`config.mk`:
```
export PLATFORM = sky130hd
export DESIGN_NAME = seg7_scan_driver
export DESIGN_NICKNAME = d
export VERILOG_FILES = /design/src/rtl/seg7_scan_driver.sv
export SDC_FILE = /design/constraint.sdc
export NUM_CORES = 1
export LEC_CHECK = 0
export CORE_MARGIN = 2
export CORE_UTILIZATION = 45
export CTS_CLUSTER_DIAMETER = 150
export DETAILED_ROUTE_END_ITERATION = 16
export DONT_BUFFER_PORTS = 1
export PLACE_DENSITY = 0.62
export SLEW_MARGIN = 15
export SYNTH_ARGS = -nofsm -noshare
export SYNTH_HDL_FRONTEND = slang
export SYNTH_SLANG_ARGS = --single-unit
```
`constraint.sdc`:
```
create_clock -name clk -period 2.7 [get_ports clk]
set_input_delay 0.54 -clock clk [delete_from_list [all_inputs] [get_ports clk]]
set_output_delay 0.54 -clock clk [all_outputs]
set_load 0.02 [all_outputs]
```
`src/rtl/seg7_scan_driver.sv`:
```
`default_nettype none
// ============================================================================
// Module   : seg7_scan_driver
// Brief    : Time-multiplexed common-anode 7-segment scan driver with
//            frame-aligned pattern snapshot, per-digit enable and blanking.
// Revision : 1.0 - initial release
// ============================================================================
module seg7_scan_driver #(
    parameter int NUM_DIGITS   = 8,
    parameter int PRESCALE     = 100000,
    parameter int BLANK_CYCLES = 2
) (
    input  logic                    clk,
    input  logic                    reset,
    input  logic [8*NUM_DIGITS-1:0] seg_in,
    input  logic [NUM_DIGITS-1:0]   digit_en,
    input  logic                    load,
    output logic                    load_ack,
    output logic [NUM_DIGITS-1:0]   anode_n,
    output logic [7:0]              seg_n,
    output logic [2:0]              digit_idx,
    output logic                    frame_done
);

    localparam int c_cnt_w = (PRESCALE > 1) ? $clog2(PRESCALE) : 1;
    localparam int c_idx_w = (NUM_DIGITS > 1) ? $clog2(NUM_DIGITS) : 1;

    localparam logic [c_cnt_w-1:0] c_cnt_last = c_cnt_w'(PRESCALE - 1);
    localparam logic [c_idx_w-1:0] c_idx_last = c_idx_w'(NUM_DIGITS - 1);
    localparam logic [c_cnt_w-1:0] c_blank    = c_cnt_w'(BLANK_CYCLES);

    localparam logic [0:0] c_st_idle    = 1'b0;
    localparam logic [0:0] c_st_pending = 1'b1;

    logic [c_cnt_w-1:0]             r_cnt;
    logic [c_idx_w-1:0]             r_idx;
    logic [NUM_DIGITS-1:0][7:0]     r_shadow_seg;
    logic [NUM_DIGITS-1:0]          r_shadow_en;
    logic [0:0]                     r_state;
    logic                           r_load_ack;
    logic [NUM_DIGITS-1:0]          r_anode_n;
    logic [7:0]                     r_seg_n;
    logic [2:0]                     r_digit_idx;
    logic                           r_frame_done;

    logic                           w_slot_end;
    logic                           w_wrap;
    logic                           w_capture;
    logic                           w_dark;
    logic [NUM_DIGITS-1:0]          w_sel;

    assign w_slot_end = (r_cnt == c_cnt_last);
    assign w_wrap     = w_slot_end && (r_idx == c_idx_last);
    // A request (new or already pending) is only honoured on the frame wrap,
    // so a frame is always drawn from a single snapshot.
    assign w_capture  = w_wrap && (load || (r_state == c_st_pending));
    assign w_dark     = (r_cnt < c_blank) || !r_shadow_en[r_idx];
    assign w_sel      = NUM_DIGITS'(1) << r_idx;

    always_ff @(posedge clk) begin
        if (reset) begin
            r_cnt        <= '0;
            r_idx        <= '0;
            r_shadow_seg <= '0;
            r_shadow_en  <= '0;
            r_state      <= c_st_idle;
            r_load_ack   <= 1'b0;
            r_anode_n    <= '1;
            r_seg_n      <= 8'hFF;
            r_digit_idx  <= 3'd0;
            r_frame_done <= 1'b0;
        end else begin
            if (w_slot_end) begin
                r_cnt <= '0;
                r_idx <= (r_idx == c_idx_last) ? '0 : r_idx + 1'b1;
            end else begin
                r_cnt <= r_cnt + 1'b1;
            end

            case (r_state)
                c_st_idle: begin
                    if (load && !w_wrap) begin
                        r_state <= c_st_pending;
                    end
                end
                c_st_pending: begin
                    if (w_wrap) begin
                        r_state <= c_st_idle;
                    end
                end
                default: r_state <= c_st_idle;
            endcase

            if (w_capture) begin
                r_shadow_seg <= seg_in;
                r_shadow_en  <= digit_en;
            end

            r_load_ack   <= w_capture;
            r_frame_done <= w_wrap;
            r_anode_n    <= w_dark ? '1 : ~w_sel;
            r_seg_n      <= ~r_shadow_seg[r_idx];
            r_digit_idx  <= 3'(r_idx);
        end
    end

    assign load_ack   = r_load_ack;
    assign anode_n    = r_anode_n;
    assign seg_n      = r_seg_n;
    assign digit_idx  = r_digit_idx;
    assign frame_done = r_frame_done;

endmodule
`default_nettype wire

```
==> impl_metrics.csv <==
group,metric,value,unit
die,io_pins,96,
global_route,grt_overflow,0,
min_path,hp-start,"reset",
timing,max_freq,461,MHz
timing,hold_violations,0,
global_route,grt_pass1_wl,20300,um
detailed_routing,post_drt_via_cell_ratio,6.05,
clock_tree,cts_setup_buffers,0,
critical_path,ff2ff_path_depth,6,
synth,ys_ff_latch,114,
synth,netlist_area,4970,um2
power_and_ir_drop,peakVddDrop,0.000511,V
die,rows,38,
clock_tree,cts.sinks,114,
timing,period_needed,2170,ps
detailed_routing,remaining_drc_errors,0,
die,die_h,109,um
detailed_routing,firstDrtPassIters,7,
place,routabilityCongestion,0.928,
clock_tree,clk_latency,520,ps
global_route,first_global_vias,3836,
die,die-area,11900,um2
detailed_routing,drt_iter0_markers,404,
clock_tree,cts_hold_buf,0,
clock_tree,cts_tree,"done",
layout,area_growth,14.0,%
detailed_routing,drt-total-wl,13000,um
layout,drive_gt1_share,13.6,%
synth,synth_cells,549,
critical_path,worst-setup-path-type,"flip-flop to flip-flop",
min_path,min_path_type,"input port to flip-flop",
clock_tree,numCtsBuffers,17,
timing,timing.final.crit_share,80.4,%
clock_tree,htree_levels,4,
power_and_ir_drop,power_density,714,nW/um2
clock_tree,cts_buffer_depth,2,
power_and_ir_drop,p_int,3270,uW
power_and_ir_drop,comb_power_share,0.6,%
timing,setup_violations,0,
place,dp_hpwl,8410,um
synth,synth.avg_cell_area,9.05,um2
synth,synth_seq_area_share,45.9,%
synth,synth_cell_types,39,
critical_path,worstPathMaxFanout,47,
timing,setup_tns,0,ps
critical_path,crit_path_start_kind,"flip-flop",
flow_run,drv_cap,0,
critical_path,reg2reg_to,"r_shadow_seg[47]$_SDFFE_PP0P_",
timing,slew_headroom,50.7,%
timing,slew_viol_final,0,
critical_path,arrival,2570,ps
place,portBuffers,0,
clock_tree,cts.repair.resized,0,
layout,fillers,964,
critical_path,r2r_slack,530,ps
power_and_ir_drop,swShare,19.2,%
die,core-area,10800,um2
layout,diodes,0,
detailed_routing,ant_nets,0,
global_route,grt_max_degree,82,
power_and_ir_drop,p_leak,0.00180,uW
power_and_ir_drop,p_switching,777,uW
timing,finClkSkew,10.3,ps
die,die_w,109,um
layout,utilization,52.5,%
global_route,grt_antenna_before_repair,0,
clock_tree,root_buffer,"clkbuf_8",
run_status,outcome,"complete, no violations",
global_route,grtUsageTotal,22.7,%
min_path,holdPathEnd,"r_shadow_seg[13]$_SDFFE_PP0P_",
detailed_routing,num_vias,4087,
critical_path,rr_startpoint,"r_cnt[1]$_SDFF_PP0_",
critical_path,required,3100,ps
power_and_ir_drop,p_seq_share,41.9,%
timing,tightest_slew,740,ps
timing,rsz0062_at_grt,"no",
layout,layout_commonest_cell,"dfxtp_1",
clock_tree,cts.clk_slew.worst_paths,60,ps
synth,synth_nets,631,
layout,layout_common_cells,"114 x dfxtp_1, 79 x nand4_1, 75 x o21ai_0",
layout,fin_nets,605,
synth,ys_warn_count,0,
detailed_routing,wire_per_inst,19.2,um
min_path,hold_depth,1,
power_and_ir_drop,power.share.clock,57.5,%
die,initial_core_util,46.0,%
critical_path,end_kind,"flip-flop",
[layout make-up]
type	instances	area (um2)	area share, %
repair buffers	12	140	2.48
clock buffers	23	467	8.24
clock inverters	9	153	2.70
inverters	6	22.5	0.398
flip-flops and latches	114	2280	40.3
well taps	140	175	3.09
multi-input cells	372	2420	42.8
[cell families after synthesis]
family / after synthesis / share of synthesized area (%)
flip-flops: 114 / 45.9
adder cells (fa/ha/maj): 7 / 1.76
AO/OA/AOI/OAI: 156 / 16.4
buffers and inverters: 63 / 5.54
XOR/XNOR: 13 / 2.29
multiplexers: 19 / 8.39
AND/OR/NAND/NOR: 177 / 19.6
[worst max-delay path: stages (launching register included)]
cell     delay [ps]
dfxtp_1         390
ha_1            310
nand4_1         170
or3_4           510
buf_4           310
o21ai_0         260
a21oi_1          90
[power by group through the flow]
stage | registers [uW] | logic (uW) | clock network, uW
2_1_floorplan | 1730 | 38.7 | 0
3_3_place_gp | 1730 | 25.4 | 0
3_5_place_dp | 1730 | 25.8 | 0
4_1_cts | 1690 | 25.9 | 2350
5_1_grt | 1690 | 28.8 | 2430
6_report | 1700 | 25.4 | 2320
[registers in the layout, indices dropped and copies added, names as in the netlist]
name	count
frame_done	1
r_shadow_seg	64
r_shadow_en	8
r_idx	3
seg_n	8
r_cnt	17
anode_n	8
load_ack	1
r_state	1
digit_idx	3
[stage by stage]
stage               instance area, um2  setup WS (ps)  hold slack (ps)  total power, uW  std cells
finish                            5660            529             81.9             4040        676
global placement                  5040            628              449             1760        644
CTS                               5660            546             74.5             4070        676
floorplan                         4970            790              442             1770        549
detailed placement                5040            581              458             1760        644
global route                      5660            359             68.4             4150        676
[routing by layer]
metal | part of all wire [%] | wire [um] | track usage (%)
met2 | 47 | 6030 | 34.0
met4 | 1.3 | 171 | 8.06
met1 | 46 | 5930 | 31.0
met3 | 6.4 | 823 | 6.63
met5 | 0 | 0 | 0
[synth_stat cells]
master | count | area (um2)
or3_4 | 1 | 11.3
a32oi_1 | 1 | 8.76
o21a_1 | 1 | 7.51
nor4_1 | 6 | 37.5
o21ai_4 | 1 | 16.3
mux2_2 | 1 | 11.3
nand2_1 | 40 | 150
nand3_2 | 1 | 10.0
o31a_1 | 1 | 8.76
mux4_2 | 18 | 405
and4_1 | 1 | 8.76
buf_4 | 3 | 22.5
or3_1 | 1 | 6.26
o21ai_0 | 75 | 375
or3b_2 | 1 | 8.76
and3_1 | 2 | 12.5
nand3_1 | 11 | 55.1
a211oi_1 | 1 | 7.51
buf_2 | 16 | 80.1
buf_6 | 1 | 11.3
clkbuf_1 | 36 | 135
nand3_4 | 1 | 17.5
ha_1 | 7 | 87.6
and2_1 | 1 | 6.26
a21oi_2 | 1 | 8.76
inv_1 | 6 | 22.5
o21ba_2 | 1 | 10.0
a21oi_1 | 73 | 365
nand4_4 | 1 | 21.3
xnor2_1 | 8 | 70.1
nor3_1 | 7 | 35.0
o31ai_1 | 1 | 7.51
xor2_1 | 5 | 43.8
or4_4 | 1 | 11.3
nand4_1 | 79 | 494
nor2_1 | 22 | 82.6
or4_1 | 1 | 7.51
dfxtp_1 | 114 | 2280
buf_1 | 1 | 3.75
[how the worst max path moves through the flow]
stage / startpoint / end / slack [ps] / depth (start not counted)
5_1_grt: r_cnt[1]$_SDFF_PP0_ / r_shadow_seg[56]$_SDFFE_PP0P_ / 360 / 6
6_report: r_cnt[1]$_SDFF_PP0_ / r_shadow_seg[47]$_SDFFE_PP0P_ / 530 / 6
3_5_place_dp: r_cnt[0]$_SDFF_PP0_ / r_cnt[15]$_SDFF_PP0_ / 580 / 5
4_1_cts: r_cnt[0]$_SDFF_PP0_ / r_shadow_seg[56]$_SDFFE_PP0P_ / 550 / 6
3_3_place_gp: r_cnt[0]$_SDFF_PP0_ / r_cnt[15]$_SDFF_PP0_ / 630 / 5
2_1_floorplan: r_idx[0]$_SDFFE_PP0N_ / r_shadow_seg[24]$_SDFFE_PP0P_ / 790 / 8
Note: power is estimated with default switching activity, not from simulation.
